## config.mk

```make
export PLATFORM = sky130hd
export DESIGN_NAME = pc_gen_ras_flat
export DESIGN_NICKNAME = d
export VERILOG_FILES = /design/src/rtl/pc_gen_ras_pkg.sv /design/src/rtl/pc_gen_ras_if.sv /design/src/rtl/pc_gen_ras_ras_stack.sv /design/src/rtl/pc_gen_ras.sv /design/src/flat_wrapper.sv
export SDC_FILE = /design/constraint.sdc
export NUM_CORES = 1
export LEC_CHECK = 0
export BUFFER_PORTS_ARGS = -buffer_cell sky130_fd_sc_hd__buf_2
export CAP_MARGIN = 20
export CORE_MARGIN = 2
export CORE_UTILIZATION = 35
export CTS_CLUSTER_DIAMETER = 30
export DETAILED_ROUTE_END_ITERATION = 6
export GPL_ROUTABILITY_DRIVEN = 0
export PLACE_DENSITY_LB_ADDON = 0.12
export SKIP_CTS_REPAIR_TIMING = 1
export SLEW_MARGIN = 20
export SYNTH_ARGS = -nofsm -noshare
export SYNTH_HDL_FRONTEND = slang
export SYNTH_SLANG_ARGS = --single-unit
```

## constraint.sdc

```tcl
create_clock -name clk_i -period 3.3 [get_ports clk_i]
set_input_delay 0.495 -clock clk_i [delete_from_list [all_inputs] [get_ports clk_i]]
set_output_delay 0.495 -clock clk_i [all_outputs]
set_load 0.01 [all_outputs]
```

## src/rtl/pc_gen_ras_pkg.sv

```systemverilog
// Shared constants and next-PC source encoding for the fetch PC generator.
package pc_gen_ras_pkg;

  localparam int          PC_WIDTH_DEF = 32;
  localparam logic [31:0] RESET_PC_DEF = 32'h8000_0000;

  typedef enum logic [2:0] {
    SRC_REDIRECT,
    SRC_RAS,
    SRC_BRANCH,
    SRC_JAL,
    SRC_SEQ
  } npc_src_e;

endpackage

```

## src/rtl/pc_gen_ras_if.sv

```systemverilog
// Fetch mini-decoder <-> next-PC generator bundle; slave is the PC generator.
interface pc_gen_ras_if #(
  parameter int PC_WIDTH = pc_gen_ras_pkg::PC_WIDTH_DEF
);
  logic                stall_i;
  logic                ex_redirect_i;
  logic [PC_WIDTH-1:0] ex_redirect_pc_i;
  logic                mini_op_branch_i;
  logic                F_train_predict_i;
  logic [PC_WIDTH-1:0] mini_branch_jmp_i;
  logic                mini_op_jal_i;
  logic [PC_WIDTH-1:0] mini_jal_jmp_i;
  logic                mini_op_call_i;
  logic                mini_op_ret_i;
  logic [PC_WIDTH-1:0] F_PC_o;
  logic [PC_WIDTH-1:0] nPC_o;
  logic                ras_empty_o;
  logic                ras_full_o;

  modport master (
    output stall_i, ex_redirect_i, ex_redirect_pc_i, mini_op_branch_i,
           F_train_predict_i, mini_branch_jmp_i, mini_op_jal_i, mini_jal_jmp_i,
           mini_op_call_i, mini_op_ret_i,
    input  F_PC_o, nPC_o, ras_empty_o, ras_full_o
  );

  modport slave (
    input  stall_i, ex_redirect_i, ex_redirect_pc_i, mini_op_branch_i,
           F_train_predict_i, mini_branch_jmp_i, mini_op_jal_i, mini_jal_jmp_i,
           mini_op_call_i, mini_op_ret_i,
    output F_PC_o, nPC_o, ras_empty_o, ras_full_o
  );
endinterface

```

## src/rtl/pc_gen_ras_ras_stack.sv

```systemverilog
// Circular return address stack: top at ptr, push writes ptr+1, overflow drops oldest.
module ras_stack #(
  parameter int W     = 32,
  parameter int DEPTH = 8
) (
  input  logic         clk_i,
  input  logic         rst_n_i,
  input  logic         fire_i,
  input  logic         call_i,
  input  logic         ret_i,
  input  logic [W-1:0] push_data_i,
  output logic [W-1:0] top_o,
  output logic         empty_o,
  output logic         full_o
);
  localparam int PW = $clog2(DEPTH);
  localparam int CW = $clog2(DEPTH + 1);

  logic [PW-1:0] ptr_q, ptr_d;
  logic [CW-1:0] cnt_q, cnt_d;
  logic [W-1:0]  mem_q [DEPTH];
  logic          wr_en;
  logic [PW-1:0] wr_idx;

  assign empty_o = (cnt_q == '0);
  assign full_o  = (cnt_q == CW'(DEPTH));
  assign top_o   = mem_q[ptr_q];

  always_comb begin
    ptr_d  = ptr_q;
    cnt_d  = cnt_q;
    wr_en  = 1'b0;
    wr_idx = ptr_q;
    if (fire_i) begin
      // call+ret on an empty stack has no top to replace, so it pushes
      if (call_i && (!ret_i || empty_o)) begin
        wr_en  = 1'b1;
        wr_idx = ptr_q + PW'(1);
        ptr_d  = ptr_q + PW'(1);
        if (!full_o) cnt_d = cnt_q + CW'(1);
      end else if (call_i && ret_i) begin
        wr_en  = 1'b1;
      end else if (ret_i && !empty_o) begin
        ptr_d  = ptr_q - PW'(1);
        cnt_d  = cnt_q - CW'(1);
      end
    end
  end

  always_ff @(posedge clk_i) begin
    if (!rst_n_i) begin
      ptr_q <= '0;
      cnt_q <= '0;
    end else begin
      ptr_q <= ptr_d;
      cnt_q <= cnt_d;
    end
  end

  always_ff @(posedge clk_i) begin
    if (wr_en) mem_q[wr_idx] <= push_data_i;
  end

endmodule

```

## src/rtl/pc_gen_ras.sv

```systemverilog
// Fetch next-PC generator with PC register; RAS present only when PC_GEN_RAS_EN is defined.
module pc_gen_ras
  import pc_gen_ras_pkg::*;
#(
  parameter int                  PC_WIDTH   = PC_WIDTH_DEF,
  parameter logic [PC_WIDTH-1:0] RESET_PC   = PC_WIDTH'(RESET_PC_DEF),
  parameter int                  INST_BYTES = 4,
  parameter int                  RAS_DEPTH  = 8
) (
  input  logic         clk_i,
  input  logic         rst_n_i,
  pc_gen_ras_if.slave  bus
);
  logic [PC_WIDTH-1:0] pc_q, pc_d;
  logic [PC_WIDTH-1:0] seq_pc, npc, ras_top;
  logic                ras_empty, ras_full, fire;
  npc_src_e            src;

  assign seq_pc = pc_q + PC_WIDTH'(INST_BYTES);
  assign fire   = !bus.stall_i && !bus.ex_redirect_i;

`ifdef PC_GEN_RAS_EN
  ras_stack #(.W(PC_WIDTH), .DEPTH(RAS_DEPTH)) u_ras (
    .clk_i       (clk_i),
    .rst_n_i     (rst_n_i),
    .fire_i      (fire),
    .call_i      (bus.mini_op_call_i),
    .ret_i       (bus.mini_op_ret_i),
    .push_data_i (seq_pc),
    .top_o       (ras_top),
    .empty_o     (ras_empty),
    .full_o      (ras_full)
  );
`else
  // Permanently empty stack makes ret fall through to the lower priorities
  logic unused_ras;
  assign unused_ras = ^{bus.mini_op_call_i, fire};
  assign ras_top    = '0;
  assign ras_empty  = 1'b1;
  assign ras_full   = 1'b0;
`endif

  always_comb begin
    src = SRC_SEQ;
    if (bus.ex_redirect_i)                              src = SRC_REDIRECT;
    else if (bus.mini_op_ret_i && !ras_empty)           src = SRC_RAS;
    else if (bus.mini_op_branch_i && bus.F_train_predict_i) src = SRC_BRANCH;
    else if (bus.mini_op_jal_i)                         src = SRC_JAL;
    case (src)
      SRC_REDIRECT: npc = bus.ex_redirect_pc_i;
      SRC_RAS:      npc = ras_top;
      SRC_BRANCH:   npc = bus.mini_branch_jmp_i;
      SRC_JAL:      npc = bus.mini_jal_jmp_i;
      default:      npc = seq_pc;
    endcase
    pc_d = (bus.ex_redirect_i || !bus.stall_i) ? npc : pc_q;
  end

  always_ff @(posedge clk_i) begin
    if (!rst_n_i) pc_q <= RESET_PC;
    else          pc_q <= pc_d;
  end

  assign bus.F_PC_o      = pc_q;
  assign bus.nPC_o       = npc;
  assign bus.ras_empty_o = ras_empty;
  assign bus.ras_full_o  = ras_full;

endmodule

```

## src/flat_wrapper.sv

```systemverilog
// flat-port wrapper written by rule: the top's interface ports become plain ports
module pc_gen_ras_flat import pc_gen_ras_pkg::*;
#(
  parameter int                  PC_WIDTH   = PC_WIDTH_DEF,
  parameter logic [PC_WIDTH-1:0] RESET_PC   = PC_WIDTH'(RESET_PC_DEF),
  parameter int                  INST_BYTES = 4,
  parameter int                  RAS_DEPTH  = 8
)
  (clk_i, rst_n_i, bus_stall_i, bus_ex_redirect_i, bus_ex_redirect_pc_i, bus_mini_op_branch_i, bus_F_train_predict_i, bus_mini_branch_jmp_i, bus_mini_op_jal_i, bus_mini_jal_jmp_i, bus_mini_op_call_i, bus_mini_op_ret_i, bus_F_PC_o, bus_nPC_o, bus_ras_empty_o, bus_ras_full_o);
  pc_gen_ras_if #(.PC_WIDTH(PC_WIDTH)) bus_i ();
  input  logic clk_i;
  input  logic rst_n_i;
  input wire logic [$bits(bus_i.stall_i)-1:0] bus_stall_i;
  input wire logic [$bits(bus_i.ex_redirect_i)-1:0] bus_ex_redirect_i;
  input wire logic [$bits(bus_i.ex_redirect_pc_i)-1:0] bus_ex_redirect_pc_i;
  input wire logic [$bits(bus_i.mini_op_branch_i)-1:0] bus_mini_op_branch_i;
  input wire logic [$bits(bus_i.F_train_predict_i)-1:0] bus_F_train_predict_i;
  input wire logic [$bits(bus_i.mini_branch_jmp_i)-1:0] bus_mini_branch_jmp_i;
  input wire logic [$bits(bus_i.mini_op_jal_i)-1:0] bus_mini_op_jal_i;
  input wire logic [$bits(bus_i.mini_jal_jmp_i)-1:0] bus_mini_jal_jmp_i;
  input wire logic [$bits(bus_i.mini_op_call_i)-1:0] bus_mini_op_call_i;
  input wire logic [$bits(bus_i.mini_op_ret_i)-1:0] bus_mini_op_ret_i;
  output wire logic [$bits(bus_i.F_PC_o)-1:0] bus_F_PC_o;
  output wire logic [$bits(bus_i.nPC_o)-1:0] bus_nPC_o;
  output wire logic [$bits(bus_i.ras_empty_o)-1:0] bus_ras_empty_o;
  output wire logic [$bits(bus_i.ras_full_o)-1:0] bus_ras_full_o;
  assign bus_i.stall_i = bus_stall_i;
  assign bus_i.ex_redirect_i = bus_ex_redirect_i;
  assign bus_i.ex_redirect_pc_i = bus_ex_redirect_pc_i;
  assign bus_i.mini_op_branch_i = bus_mini_op_branch_i;
  assign bus_i.F_train_predict_i = bus_F_train_predict_i;
  assign bus_i.mini_branch_jmp_i = bus_mini_branch_jmp_i;
  assign bus_i.mini_op_jal_i = bus_mini_op_jal_i;
  assign bus_i.mini_jal_jmp_i = bus_mini_jal_jmp_i;
  assign bus_i.mini_op_call_i = bus_mini_op_call_i;
  assign bus_i.mini_op_ret_i = bus_mini_op_ret_i;
  assign bus_F_PC_o = bus_i.F_PC_o;
  assign bus_nPC_o = bus_i.nPC_o;
  assign bus_ras_empty_o = bus_i.ras_empty_o;
  assign bus_ras_full_o = bus_i.ras_full_o;
  pc_gen_ras #(.PC_WIDTH(PC_WIDTH), .RESET_PC(RESET_PC), .INST_BYTES(INST_BYTES), .RAS_DEPTH(RAS_DEPTH)) u_core (.clk_i(clk_i), .rst_n_i(rst_n_i), .bus(bus_i));
endmodule
```

==> results of run 1 <==
## power breakdown
group          switching, mW  internal (mW)
sequential            0.0563          0.420
combinational          0.268          0.219
clock                  0.168          0.167
total                  0.492          0.806
## final cells by class
type,instances,area [um2]
Multi-Input combinational cell,382,2360
Fill cell,919,4490
Inverter,12,45.0
Clock inverter,2,10.0
Sequential cell,32,641
Tap cell,108,135
Timing Repair Buffer,188,996
Clock buffer,6,82.6
## synth_stat cells (3+ instances only)
cell type,number,share of area [%]
o22ai_1,4,0.79
o31ai_1,4,0.95
dfxtp_1,32,20
and3_1,13,2.6
o21ai_0,42,6.6
mux2i_1,7,2.2
a21oi_1,24,3.8
nand3_1,18,2.8
a211oi_1,8,1.9
a31oi_1,9,1.8
and2_1,8,1.6
or4_1,5,1.2
nor4_1,6,1.2
a2bb2oi_1,3,0.83
a31o_2,7,1.9
xnor2_1,11,3.0
o211a_1,5,1.6
o221a_2,3,1.1
or3_1,6,1.2
nor3_1,16,2.5
nand2_1,56,6.6
nand4_1,16,3.2
nor2_1,36,4.3
nor2b_1,3,0.59
nand2b_1,7,1.4
buf_2,3,0.47
o31a_1,9,2.5
mux2_2,3,1.1
o21a_1,3,0.71
xor2_1,12,3.3
o211ai_1,5,1.2
a311oi_1,7,1.9
clkbuf_1,30,3.5
inv_1,10,1.2
## per-layer routing
metal / track usage, % / share of wire (%) / vias to the layer above
met5: 0 / 0 / -
met4: 9.17 / 2.8 / 0
met3: 4.50 / 7.6 / 24
met2: 43.8 / 47 / 166
met1: 33.8 / 42 / 1948
li1: - / - / 2042
## logic make-up after synthesis
kind of cell	after synthesis	share of synthesized area (%)
AOI/OAI and AO/OA	151	32.6
xor gates and xnor gates	23	6.34
adders and majority gates	1	0.394
buffers and inverters	49	6.15
DFF	32	20.2
muxes	10	3.27
other	2	0.236
and+or+nand+nor	195	30.9
## worst register-to-register path: stages (launching register included)
cell     delay [ns]
dfxtp_1        0.46
ha_1           0.28
nand4_1        0.24
or4_4          0.53
or3_1          0.40
or3_1          0.32
a31oi_1        0.16
## worst paths after layout
check / startpoint / endpoint / slack (ns)
worst min register to register: u_core.bus.F_PC_o[16] / u_core.bus.F_PC_o[16] / 0.55
worst max-delay path: u_core.bus.F_PC_o[2] / bus_nPC_o[20] / 0.23
worst min-delay path: rst_n_i / u_core.bus.F_PC_o[16] / 0.51
worst max register to register: u_core.bus.F_PC_o[2] / u_core.bus.F_PC_o[26] / 0.85
## metrics by stage
stage | cell area (um2) | util [%]
final | 4270 | 48.8
after global routing | 4270 | 48.8
after CTS | 4260 | 48.7
after detailed placement | 4170 | 47.6
after global placement | 4170 | 47.6
after floorplan | 3180 | -
==> out/results.ini, run 1 <==
[timing]
setup_viol = 0
worstMarginPinSlew_ns = 0.689
fin_crit_ns = 3.07
hold_ws_ns = 0.514
relSlewSlack_pct = 53.9
rsz0062_at_grt = false
worst_slack_ns = 0.227
drv_slew = 0
finalHoldViolations = 0
setup_tns_ns = 0
fmax_ghz = 0.325
finalCritPeriodShare_pct = 93.1
final.setup_skew_ns = 0.00299

[route]
vias_per_cell = 5.73
drc = 0
drt_iter0_drc = 263
ant_nets = 0
routed_wl_um = 13100
dr.pass1.iters = 5
vias = 4180
wire_per_inst_um = 18.0

[worst_setup_path]
slowest_stage = or4_4
cp_num_buf_inv = 1
cp_max_fo = 7
crit_required_ns = 2.80
critPathLaunchType = flop
path_depth = 7
r2r_cells = 6
path_delay_family = simple AND/OR/NAND/NOR gates
crit_path_cell_trace = ha_1, nand4_1, or4_4, nor2_1, a211oi_1, a311oi_1, buf_2
endpoint_kind = output port
crit_type = flop to output port
slowest_delay_ns = 0.53
crit_arrival_ns = 2.58

[floorplanning]
core-area_um2 = 8760
dieArea_um2 = 9850
die_h_um = 99.3
io_pins = 171
start_util_pct = 36.2
die_x_um = 99.3
rows = 34

[cts]
clk_latency_ns = 0.29
cts_buffers = 5
tritoncts = built
cts_buffer_depth = 2
htree_num_levels = 2
clock_sinks = 32
root_buffer = clkbuf_8
clk_pin_slew_ns = 0.08

[power]
p_leak_nw = 1.91
p_total_mw = 1.30
ir_drop_mv = 0.126
powerDensity_nw_per_um2 = 304

[status]
status = finished clean

[placed_design]
post-place-ws_ns = 0.468
numPortBuffers = 166
hpwlAfterDp_um = 10100
dpl.cell_count = 722

[global_routing]
antenna_found_initial = 0
grt_overflow = 0
grt_pass1_wl_um = 20600
grt_start_max_net_pins = 31
grt_usage_pct = 26.1
grt_pass1_vias = 3954

[layout]
final_common_cell = buf_2
stdcell_count = 730
diodes = 0
area_delta_synth_final_pct = 34.6
drive_above_1_share_pct = 35.0
num-nets-final = 727
largest_reg_flops = 32
final_cell_mix = 166 x buf_2, 56 x nand2_1, 42 x o21ai_0

[yosys]
netlist_instances = 463
synth_nets = 569
async_flop_share_pct = 0
ys_ff_latch = 32
syn-mean-instance-area_um2 = 6.86
synth-edff-count = 0
yosysSeqAreaShare_pct = 20.2
synth_top_flop_cell = dfxtp_1
synth_cell_type_count = 59
ys.warnings.count = 0
syn_area_um2 = 3180

[flow_run]
drv_cap = 0

[worst_hold_path]
whs_path_depth = 3
hold_class = primary input to flop

Power figures use the tool's default switching activity.
==> run 2, diff against run 1 <==
Settings changed: REMOVE_ABC_BUFFERS set to 1.
==> run 2 against run 1 <==
Design area down 0.38%. Core utilization shrank 0.19 points. Highest routed layer unchanged. Sequential power barely moved. Largest cell class unchanged. Largest power group is now registers. Register-to-register slack better by 0.03 ns. Clock-buffer cell count up 2.
==> out/results.ini, run 2 (synthesis gave the netlist of run 1 again) <==
[timing]
finalCritPeriodShare_pct = 95.3
setup_viol = 0
drv_slew = 0
fin_crit_ns = 3.15
relSlewSlack_pct = 54.8
hold_ws_ns = 0.548
rsz0062_at_grt = false
worstMarginPinSlew_ns = 0.676
finalHoldViolations = 0
final.setup_skew_ns = 0.00532
fmax_ghz = 0.318
worst_slack_ns = 0.154
setup_tns_ns = 0

[flow_run]
drv_cap = 0

[global_routing]
grt_start_max_net_pins = 31
antenna_found_initial = 0
grt_overflow = 0
grt_pass1_vias = 4058
grt_pass1_wl_um = 19700
grt_usage_pct = 24.6

[floorplanning]
die_x_um = 99.3
dieArea_um2 = 9850
rows = 34
io_pins = 171
core-area_um2 = 8760
die_h_um = 99.3
start_util_pct = 36.2

[cts]
clk_latency_ns = 0.29
htree_num_levels = 2
root_buffer = clkbuf_8
tritoncts = built
clk_pin_slew_ns = 0.07
cts_buffer_depth = 2
cts_buffers = 5
clock_sinks = 32

[power]
p_int_mw = 0.807
switchingPower_mw = 0.478
ir_drop_mv = 0.133
powerDensity_nw_per_um2 = 302
power_frac_seq_pct = 37.1
p_comb_share_pct = 36.9
p_leak_nw = 1.90
swShare_pct = 37.2
clkPwrFrac_pct = 26.0

[worst_setup_path]
critPathLaunchType = flop
crit_type = flop to output port
cp_max_fo = 10
endpoint_kind = output port
setup.worst_path.start = u_core.bus.F_PC_o[7]
crit_arrival_ns = 2.65
r2r_start = u_core.bus.F_PC_o[2]
crit_required_ns = 2.80

[worst_hold_path]
hold_start = bus_ex_redirect_pc_i[23]
hold_class = primary input to flop

[placed_design]
numPortBuffers = 166
dpl.cell_count = 721
hpwlAfterDp_um = 9210
post-place-ws_ns = 0.524

[layout]
stdcell_count = 729
final_common_cell = buf_2
diodes = 0
largest_reg_flops = 32
drive_above_1_share_pct = 34.5
final_cell_mix = 166 x buf_2, 56 x nand2_1, 42 x o21ai_0
area_delta_synth_final_pct = 34.1
num-nets-final = 726

[route]
routed_wl_um = 12400
drt_iter0_drc = 127
vias_per_cell = 5.67
dr.pass1.iters = 4
wire_per_inst_um = 17.0
ant_nets = 0
drc = 0
vias = 4130

[status]
status = finished clean

-- run 2: path summary, 6_finish.rpt --
kind	end	slack, ns	cells past startpoint
worst max-delay path	bus_nPC_o[27]	0.15	6
worst min register to register	u_core.bus.F_PC_o[16]	0.56	2
worst min-delay path	u_core.bus.F_PC_o[23]	0.55	3
worst max register to register	u_core.bus.F_PC_o[28]	0.88	6
-- run 2: area by class of cell --
class	instances	area, um2
Fill cell	936	4510
Multi-Input combinational cell	382	2360
Timing Repair Buffer	187	988
Sequential cell	32	641
Tap cell	108	135
Clock buffer	8	90.1
Inverter	12	45.0
-- run 2: worst max-delay path: stages (launching register included) --
cell and delay (ns):
dfxtp_1 0.54, nand4_1 0.21, nor4_1 0.61, nand4_1 0.23, and3_1 0.24, or3_1 0.37, buf_2 0.15
-- run 2: metal layers --
metal	track usage [%]	vias to the layer above	wire, um
met4	5.58	0	162
li1	-	2041	-
met2	43.1	159	5860
met3	4.78	13	886
met5	0	-	0
met1	31.1	1917	5510
-- run 2: stage by stage --
| stage | instance area (um2) | power [mW] | utilization, % |
|---|---|---|---|
| 2_1_floorplan | 3030 | 0.719 | - |
| 3_3_place_gp | 4160 | 0.949 | 47.5 |
| 3_5_place_dp | 4160 | 0.958 | 47.5 |
| 4_1_cts | 4250 | 1.29 | 48.5 |
| 5_1_grt | 4260 | 1.36 | 48.6 |
| 6_report | 4260 | 1.29 | 48.6 |
-- run 2: power by group through the flow --
stage	Sequential [mW]	Clock (mW)	Combinational, mW
global route	0.483	0.356	0.523
detailed placement	0.484	0	0.474
finish	0.477	0.334	0.475
floorplan	0.489	0	0.230
CTS	0.475	0.341	0.476
global placement	0.482	0	0.467
==> run 3, diff against run 2 <==
Settings changed: CELL_PAD_IN_SITES_DETAIL_PLACEMENT set to 0, CELL_PAD_IN_SITES_GLOBAL_PLACEMENT set to 1, CORE_UTILIZATION 35 to 33, SYNTH_HIERARCHICAL set to 1.
==> run 3 against run 2 <==
Clock power down 3%. Largest cell class unchanged. First-iteration DRC count increased by 39%. Setup slack improved by 0.23 ns. Cell count is 3.3% higher. Via count shrank 1.2%. Non-clock buffer count down 3. Worst hold slack got worse by 0.074 ns. Critical path type unchanged. Core utilization shrank 3.9 points.
==> out/results.ini, run 3 <==
[yosys]
syn-mean-instance-area_um2 = 6.95
netlist_instances = 472
synth-edff-count = 0
yosysMostFrequentCell = nor2_1
yosysTopAreaCell = dfxtp_1
synth_top_flop_cell = dfxtp_1
synth_area_leaders = dfxtp_1 20%, nor2_1 5.6%, nand2_1 5.4%
ys.warnings.count = 6
synth_top_area_share_pct = 19.5
synth_cell_type_count = 64
async_flop_share_pct = 0
yosysSeqAreaShare_pct = 19.5
ys_ff_latch = 32
ys_top_cells_by_count = 49 x nor2_1, 47 x nand2_1, 35 x clkbuf_1, 33 x a21oi_1, 32 x dfxtp_1
syn_area_um2 = 3280

[worst_setup_path]
crit_arrival_ns = 2.42
critPathLaunchType = flop
crit_required_ns = 2.80
r2r_cells = 5
endpoint_kind = output port
crit_type = flop to output port
cp_max_fo = 7

[power]
powerDensity_nw_per_um2 = 295
clkPwrFrac_pct = 25.4
p_int_mw = 0.807
swShare_pct = 36.9
p_comb_share_pct = 36.8
power_frac_seq_pct = 37.9
ir_drop_mv = 0.165
switchingPower_mw = 0.473
p_leak_nw = 1.96

[cts]
tritoncts = built
clk_latency_ns = 0.28
cts_buffers = 5
clock_sinks = 32
htree_num_levels = 2
cts_buffer_depth = 2
clk_pin_slew_ns = 0.07
root_buffer = clkbuf_8

[timing]
rsz0062_at_grt = false
final.setup_skew_ns = 0.00497
finalCritPeriodShare_pct = 88.3
worstMarginPinSlew_ns = 0.874
finalHoldViolations = 0
setup_tns_ns = 0
fmax_ghz = 0.343
relSlewSlack_pct = 41.5
fin_crit_ns = 2.91
setup_viol = 0
drv_slew = 0

[route]
drc = 0
dr.pass1.iters = 4
ant_nets = 0
wire_per_inst_um = 16.7
drt_iter0_drc = 176
vias_per_cell = 5.42
vias = 4082
routed_wl_um = 12600

[worst_hold_path]
hold_class = primary input to flop
whs_path_depth = 3

[layout]
largest_reg_flops = 32
diodes = 0
final_common_cell = buf_2
final_cell_mix = 166 x buf_2, 49 x nor2_1, 47 x nand2_1
final_area_um2 = 4340
drive_above_1_share_pct = 33.5
area_delta_synth_final_pct = 32.5
num-nets-final = 725

[floorplanning]
core-area_um2 = 9730
dieArea_um2 = 10700
rows = 36
die_h_um = 104
io_pins = 171
start_util_pct = 33.7
die_x_um = 104

[global_routing]
grt_usage_pct = 23.0
grt_start_max_net_pins = 31
grt_pass1_wl_um = 20300
grt_overflow = 0
antenna_found_initial = 0
grt_pass1_vias = 3867

[placed_design]
postPlaceCellArea_um2 = 4250
numPortBuffers = 166
hpwlAfterDp_um = 9480

[status]
status = finished clean

[flow_run]
drv_cap = 0

run 3: area by class of cell:
cell class	instances	area, um2
repair buffers	184	978
multi-input cells	391	2450
clock buffers	8	90.1
inverters	5	18.8
flip-flops and latches	32	641
fillers	1074	5390
well taps	133	166
run 3: power groups by stage:
stage | sequential [mW] | combinational [mW] | clock [mW]
2_1_floorplan | 0.496 | 0.226 | 0
3_3_place_gp | 0.491 | 0.468 | 0
3_5_place_dp | 0.493 | 0.473 | 0
4_1_cts | 0.484 | 0.475 | 0.334
5_1_grt | 0.493 | 0.523 | 0.350
6_report | 0.485 | 0.471 | 0.325
run 3: path summary, 6_finish.rpt:
check                           start               endpoint  slack (ns)
min          bus_ex_redirect_pc_i[31]  u_core/bus.F_PC_o[31]        0.47
max reg2reg      u_core/bus.F_PC_o[4]  u_core/bus.F_PC_o[15]        1.18
min reg2reg      u_core/bus.F_PC_o[0]   u_core/bus.F_PC_o[0]        0.49
max              u_core/bus.F_PC_o[2]          bus_nPC_o[30]        0.39
run 3: metrics by stage:
step / setup slack (ns) / hold slack [ns] / utilization, % / cells / total power, mW
final: 0.385 / 0.474 / 44.7 / 753 / 1.28
after global routing: 0.164 / 0.522 / 44.7 / 753 / 1.37
after CTS: 0.366 / 0.471 / 44.7 / 753 / 1.29
after detailed placement: 0.690 / 0.470 / 43.7 / 745 / 0.966
after global placement: 0.702 / 0.462 / 43.7 / 745 / 0.959
after floorplan: 0.447 / 0.488 / - / 428 / 0.721
run 3: kinds of logic after synthesis:
logic type,after synthesis,share of synthesized area [%]
DFF,32,19.5
other,2,0.229
AOI/OAI and AO/OA,126,26.7
xor gates and xnor gates,23,6.14
muxes,10,3.05
buffers and inverters,49,5.99
and+or+nand+nor,229,38.0
adders and majority gates,1,0.382
run 3: critical path: stages (launching register included):
cell and delay, ns:
dfxtp_1 0.43, ha_1 0.25, nand3_1 0.23, nor4_4 0.44, nand3_1 0.26, xor2_1 0.21, o221ai_1 0.17, buf_2 0.16
run 3: metal layers:
| metal | vias to the layer above | part of all wire (%) | GRT usage, % |
|---|---|---|---|
| li1 | 2037 | - | - |
| met1 | 1904 | 48 | 31.6 |
| met2 | 137 | 46 | 38.7 |
| met3 | 4 | 6.1 | 4.15 |
| met4 | 0 | 0.43 | 3.09 |
| met5 | - | 0 | 0 |
